<file path="config.mk">
export PLATFORM = sky130hd
export DESIGN_NAME = mem_bus_arbiter
export DESIGN_NICKNAME = d
export VERILOG_FILES = /design/src/rtl/mem_bus_arbiter.sv
export SDC_FILE = /design/constraint.sdc
export NUM_CORES = 1
export LEC_CHECK = 0
export ABC_AREA = 1
export CAP_MARGIN = 15
export CORE_AREA = 8 8 163 165
export CTS_CLUSTER_SIZE = 10
export DETAILED_ROUTE_END_ITERATION = 10
export DIE_AREA = 0 0 171 173
export MAX_ROUTING_LAYER = met4
export PLACE_DENSITY = 0.57
export SETUP_SLACK_MARGIN = 0.1
export SKIP_CTS_REPAIR_TIMING = 1
export SLEW_MARGIN = 20
export SYNTH_ARGS = -nofsm -noshare
export SYNTH_HDL_FRONTEND = slang
export SYNTH_SLANG_ARGS = --single-unit
</file>
<file path="constraint.sdc">
create_clock -name CLK -period 5.21 [get_ports CLK]
set_clock_uncertainty 0.2 [all_clocks]
set_input_delay 1.563 -clock CLK [delete_from_list [all_inputs] [get_ports CLK]]
set_output_delay 1.563 -clock CLK [all_outputs]
set_load 0.01 [all_outputs]
</file>
<file path="src/rtl/mem_bus_arbiter.sv">
// RAM-port arbiter: dcaches beat icaches, round-robin per class, grant held for a BLOCK_WORDS block; 1-cycle arbitration.
// Losers and stalled owners see wait=1 (ram_wait passes through); define ARB_PERF_EN for grant/stall counters.
module mem_bus_arbiter #(
  parameter int CPUS        = 2,
  parameter int BLOCK_WORDS = 2
) (
  input  logic                 CLK,
  input  logic                 n_rst,
  input  logic [CPUS-1:0]      dREN,
  input  logic [CPUS-1:0]      dWEN,
  input  logic [CPUS*32-1:0]   daddr,
  input  logic [CPUS*32-1:0]   dstore,
  output logic [CPUS-1:0]      dwait,
  output logic [CPUS*32-1:0]   dload,
  input  logic [CPUS-1:0]      iREN,
  input  logic [CPUS*32-1:0]   iaddr,
  output logic [CPUS-1:0]      iwait,
  output logic [CPUS*32-1:0]   iload,
  output logic                 ramREN,
  output logic                 ramWEN,
  output logic [31:0]          ramaddr,
  output logic [31:0]          ramstore,
  input  logic [31:0]          ramload,
  input  logic                 ram_wait
`ifdef ARB_PERF_EN
  ,
  output logic [CPUS*32-1:0]   perf_dgrants,
  output logic [CPUS*32-1:0]   perf_igrants,
  output logic [31:0]          perf_stall
`endif
);

  localparam int CW = (BLOCK_WORDS > 1) ? $clog2(BLOCK_WORDS) : 1;
  localparam int PW = (CPUS > 1) ? $clog2(CPUS) : 1;
  localparam logic [CW-1:0] LAST_WORD = CW'(BLOCK_WORDS - 1);

  typedef enum logic {IDLE, SERVE} state_t;

  state_t          state_q, state_d;
  logic [PW-1:0]   owner_q, owner_d;
  logic            owner_is_d_q, owner_is_d_d;
  logic [CW-1:0]   word_cnt_q, word_cnt_d;
  logic [PW-1:0]   d_rr_q, d_rr_d;
  logic [PW-1:0]   i_rr_q, i_rr_d;

  logic            d_found, i_found;
  logic [PW-1:0]   d_pick, i_pick, d_idx, i_idx;
  logic            own_req, release_now;

  function automatic logic [PW-1:0] next_ptr(input logic [PW-1:0] p);
    return (int'(p) == CPUS - 1) ? '0 : p + PW'(1);
  endfunction

  // Cyclic search from each rr pointer; scanning downwards lets the nearest requester win.
  always_comb begin
    d_found = 1'b0;
    d_pick  = '0;
    d_idx   = '0;
    i_found = 1'b0;
    i_pick  = '0;
    i_idx   = '0;
    for (int k = CPUS - 1; k >= 0; k--) begin
      d_idx = PW'((int'(d_rr_q) + k) % CPUS);
      if (dREN[d_idx] || dWEN[d_idx]) begin
        d_found = 1'b1;
        d_pick  = d_idx;
      end
      i_idx = PW'((int'(i_rr_q) + k) % CPUS);
      if (iREN[i_idx]) begin
        i_found = 1'b1;
        i_pick  = i_idx;
      end
    end
  end

  always_comb begin
    state_d      = state_q;
    owner_d      = owner_q;
    owner_is_d_d = owner_is_d_q;
    word_cnt_d   = word_cnt_q;
    d_rr_d       = d_rr_q;
    i_rr_d       = i_rr_q;
    ramREN       = 1'b0;
    ramWEN       = 1'b0;
    ramaddr      = '0;
    ramstore     = '0;
    dwait        = '1;
    iwait        = '1;
    dload        = '0;
    iload        = '0;
    own_req      = 1'b0;
    release_now  = 1'b0;

    case (state_q)
      IDLE: begin
        word_cnt_d = '0;
        if (d_found) begin
          state_d      = SERVE;
          owner_d      = d_pick;
          owner_is_d_d = 1'b1;
        end else if (i_found) begin
          state_d      = SERVE;
          owner_d      = i_pick;
          owner_is_d_d = 1'b0;
        end
      end

      SERVE: begin
        if (owner_is_d_q) begin
          own_req  = dREN[owner_q] || dWEN[owner_q];
          ramWEN   = dWEN[owner_q];
          ramREN   = dREN[owner_q] && !dWEN[owner_q];
          ramaddr  = daddr[32*owner_q +: 32];
          ramstore = dstore[32*owner_q +: 32];
        end else begin
          own_req  = iREN[owner_q];
          ramREN   = iREN[owner_q];
          ramaddr  = iaddr[32*owner_q +: 32];
        end

        if (!own_req) begin
          release_now = 1'b1;
        end else if (!ram_wait) begin
          if (owner_is_d_q) begin
            dwait[owner_q]          = 1'b0;
            dload[32*owner_q +: 32] = ramload;
          end else begin
            iwait[owner_q]          = 1'b0;
            iload[32*owner_q +: 32] = ramload;
          end
          word_cnt_d = word_cnt_q + CW'(1);
          if (word_cnt_q == LAST_WORD) begin
            release_now = 1'b1;
          end
        end

        if (release_now) begin
          state_d    = IDLE;
          word_cnt_d = '0;
          if (owner_is_d_q) begin
            d_rr_d = next_ptr(owner_q);
          end else begin
            i_rr_d = next_ptr(owner_q);
          end
        end
      end

      default: state_d = IDLE;
    endcase
  end

  always_ff @(posedge CLK or negedge n_rst) begin
    if (!n_rst) begin
      state_q      <= IDLE;
      owner_q      <= '0;
      owner_is_d_q <= 1'b0;
      word_cnt_q   <= '0;
      d_rr_q       <= '0;
      i_rr_q       <= '0;
    end else begin
      state_q      <= state_d;
      owner_q      <= owner_d;
      owner_is_d_q <= owner_is_d_d;
      word_cnt_q   <= word_cnt_d;
      d_rr_q       <= d_rr_d;
      i_rr_q       <= i_rr_d;
    end
  end

`ifdef ARB_PERF_EN
  logic [CPUS*32-1:0] perf_dgrants_q, perf_igrants_q;
  logic [31:0]        perf_stall_q;
  logic               grant_evt;

  assign grant_evt = (state_q == IDLE) && (state_d == SERVE);

  always_ff @(posedge CLK or negedge n_rst) begin
    if (!n_rst) begin
      perf_dgrants_q <= '0;
      perf_igrants_q <= '0;
      perf_stall_q   <= '0;
    end else begin
      for (int c = 0; c < CPUS; c++) begin
        if (grant_evt && owner_is_d_d && (int'(owner_d) == c)) begin
          perf_dgrants_q[32*c +: 32] <= perf_dgrants_q[32*c +: 32] + 32'd1;
        end
        if (grant_evt && !owner_is_d_d && (int'(owner_d) == c)) begin
          perf_igrants_q[32*c +: 32] <= perf_igrants_q[32*c +: 32] + 32'd1;
        end
      end
      if ((state_q == SERVE) && ram_wait) begin
        perf_stall_q <= perf_stall_q + 32'd1;
      end
    end
  end

  assign perf_dgrants = perf_dgrants_q;
  assign perf_igrants = perf_igrants_q;
  assign perf_stall   = perf_stall_q;
`endif

endmodule

</file>
==> summary.txt <==
Status
  – Outcome: finished, final reports clean

Cells and area
  – Diodes inserted: 0
  – Area delta synth->final: 196%
  – Final net count: between 1000 and 1500
  – Layout cell share with drive strength beyond 1: 0.0513
  – Filler cells: 2627

Synthesis
  – Yosys top cell area share: 0.266
  – Cell taking the most area after synthesis: nand2_1
  – Top post-synthesis cells by area: nand2_1 (27%), nor2_1 (19%), a41oi_1 (11%)
  – Sequential area share after synthesis: 0.0572
  – Post-synth EDFFs: 0
  – Count leader, synth: nand2_1
  – Synth cell types: 23
  – Synth Flop Type: dfrtp_1
  – Async SR Flop Fraction: 1.00
  – Cell count after synthesis: approximately 540
  – Post-Syn Area per Cell: slightly below 5 sq um
  – Commonest cells post-synth: nand2_1 (186), nor2_1 (134), inv_1 (45), nand3_1 (37), a21oi_1 (33)
  – Synth Net Count: roughly 770
  – Synthesized area: between 2000 and 3000 sq um
  – Yosys warns: 0
  – Post-synthesis register bit count: 6

Worst setup path
  – Worst R2R Setup Slack: between 3 and 4 ns
  – WP data arrival: 3.22 ns
  – Worst Setup End Kind: output port
  – CP startpoint kind: primary input
  – Worst Path Max Fanout: 23
  – WS Path Type: primary input to output port
  – WP data required: 3.45 ns

Clock network
  – Clock Latency Late Sink: between 0.2 and 0.25 ns
  – Inserted Clock Buffers: 3
  – CTS max path bufs: 2
  – H-tree Lvls: 1
  – CTS tree: done
  – Clock Pin Slew Worst Setup and Hold Paths: 0.03 ns
  – CTS sink cnt: 6
  – Clk root buf: clkbuf_16

Run
  – Max_cap viols: 0

STA
  – Maximum clock frequency: ~0.2 GHz
  – Final Cycle Share: 0.957
  – Slew Limit Fails: 0
  – Final Hold Viols: 0
  – Crit path time final: about 5.0 ns
  – RSZ-0062 raised after global routing: no
  – Worst hold margin: approximately 0.26 ns
  – Relative slew slack: 0.473
  – Final Setup Violations: 0
  – Worst slew pin tran: roughly 0.79 ns

Die
  – Ports: approximately 430
  – Chip Height: 173 um
  – Row count: 57
  – Full die area: about 30000 sq um
  – Starting Density: 0.109
  – Die width: 171 um
  – Core area: between 20000 and 25000 sq um

Placed design
  – # port buffers: between 400 and 500
  – Final GP Congestion: 0.850
  – HPWL Detailed: 17.5 mm

Pwr
  – Lkg Pwr: around 5.2 nW
  – Peak VDD IR: ~190 uV
  – Final Total Pwr: ~2.6 mW
  – Power per Cell Area: roughly 330 nW/um^2

Global route
  – Largest net degree at the start of global routing: between 60 and 70
  – Overflow after GRT: 0
  – Vias in the first global route: around 5300
  – Total GRT Usage: 0.133
  – Global-route wire length before repair: a little over 30 mm
  – Initial antenna violation count: 0

Detailed routing
  – Via count: between 5000 and 6000
  – Residual DRC: 0
  – First-pass DRT Iterations: 4
  – Via density: 3.98
  – Initial drt markers: ~180
  – Wirelength per Cell: 16.8 um
  – Post-route ant nets: 0
  – WL final: roughly 21 mm

Min path
  – HP Class: flip-flop to flip-flop
-- routing by layer --
| metal | share of wire | wire (um) | up-vias | track usage |
|---|---|---|---|---|
| li1 | - | - | 2539 | - |
| met1 | 0.40 | 8500 | 2226 | 0.144 |
| met2 | 0.49 | 10600 | 288 | 0.235 |
| met3 | 0.075 | 1610 | 36 | 0.0269 |
| met4 | 0.035 | 741 | 0 | 0.0475 |
| met5 | 0 | 0 | - | - |
-- sequential cells by signal, summed over array words and instances, names as in the netlist --
signal / cells
word_cnt_q: 1
owner_q: 1
i_rr_q: 1
state_q: 1
owner_is_d_q: 1
d_rr_q: 1
-- area by class of cell --
class / instances / area, sq um / share of cell area
Multi-Input combinational cell: 438 / 2020 / 0.260
Timing Repair Buffer: 461 / 4930 / 0.635
Clock buffer: 3 / 75.1 / 0.00967
Sequential cell: 6 / 150 / 0.0193
Tap cell: 324 / 405 / 0.0522
Inverter: 47 / 179 / 0.0230
-- report_power, final --
group | switching [mW] | internal (mW) | total, mW
logic | 1.24 | 1.12 | 2.36
clock network | 0.0247 | 0.0984 | 0.123
registers | 0.0240 | 0.0696 | 0.0936
-- worst max-delay path, stage by stage --
cell and delay (ns):
clkdlybuf4s50_1 0.41, inv_1 0.07, nand2_1 0.05, nand2_1 0.13, nand3_4 0.13, nand3_4 0.13
buf_12 0.17, clkdlybuf4s50_1 0.55
-- placed cells by master (no fill, tap or decap), types with 3 or more instances in the layout --
master,count
a21oi_1,33
a41oi_1,32
buf_12,5
buf_4,26
clkbuf_16,3
clkdlybuf4s50_1,297
dfrtp_1,6
dlymetal6s2s_1,133
inv_1,43
inv_2,3
nand2_1,186
nand3_1,37
nand4_4,3
nor2_1,134
-- path summary, 6_finish.rpt --
| check | end | startpoint | depth (start not counted) |
|---|---|---|---|
| max in group asynchronous | owner_q | n_rst | 1 |
| worst min-delay path | d_rr_q | d_rr_q | 2 |
| worst max register to register | d_rr_q | owner_is_d_q | 9 |
| worst min register to register | d_rr_q | d_rr_q | 2 |
| worst max-delay path | iwait[1] | dWEN[1] | 8 |
| min in group asynchronous | i_rr_q | n_rst | 1 |
-- metrics by stage --
step / util / cell area [sq um] / cells / setup slack (ns) / setup TNS (ns)
5_1_grt: 0.324 / 7760 / 1279 / 0.111 / 0
4_1_cts: 0.310 / 7420 / 1279 / -0.0502 / -0.904
3_5_place_dp: 0.307 / 7350 / 1276 / -0.0493 / -0.747
6_report: 0.324 / 7760 / 1279 / 0.224 / 0
2_1_floorplan: - / 2620 / 535 / 1.09 / 0
3_3_place_gp: 0.307 / 7350 / 1276 / -0.0482 / -0.590
-- logic make-up after synthesis --
kind of cell           Yosys count  synth area share
flip-flops                       6            0.0572
buffers and inverters           91             0.175
AND/OR/NAND/NOR                370             0.592
AO/OA/AOI/OAI                   68             0.175
No activity file was read; power rests on OpenSTA's default activity.
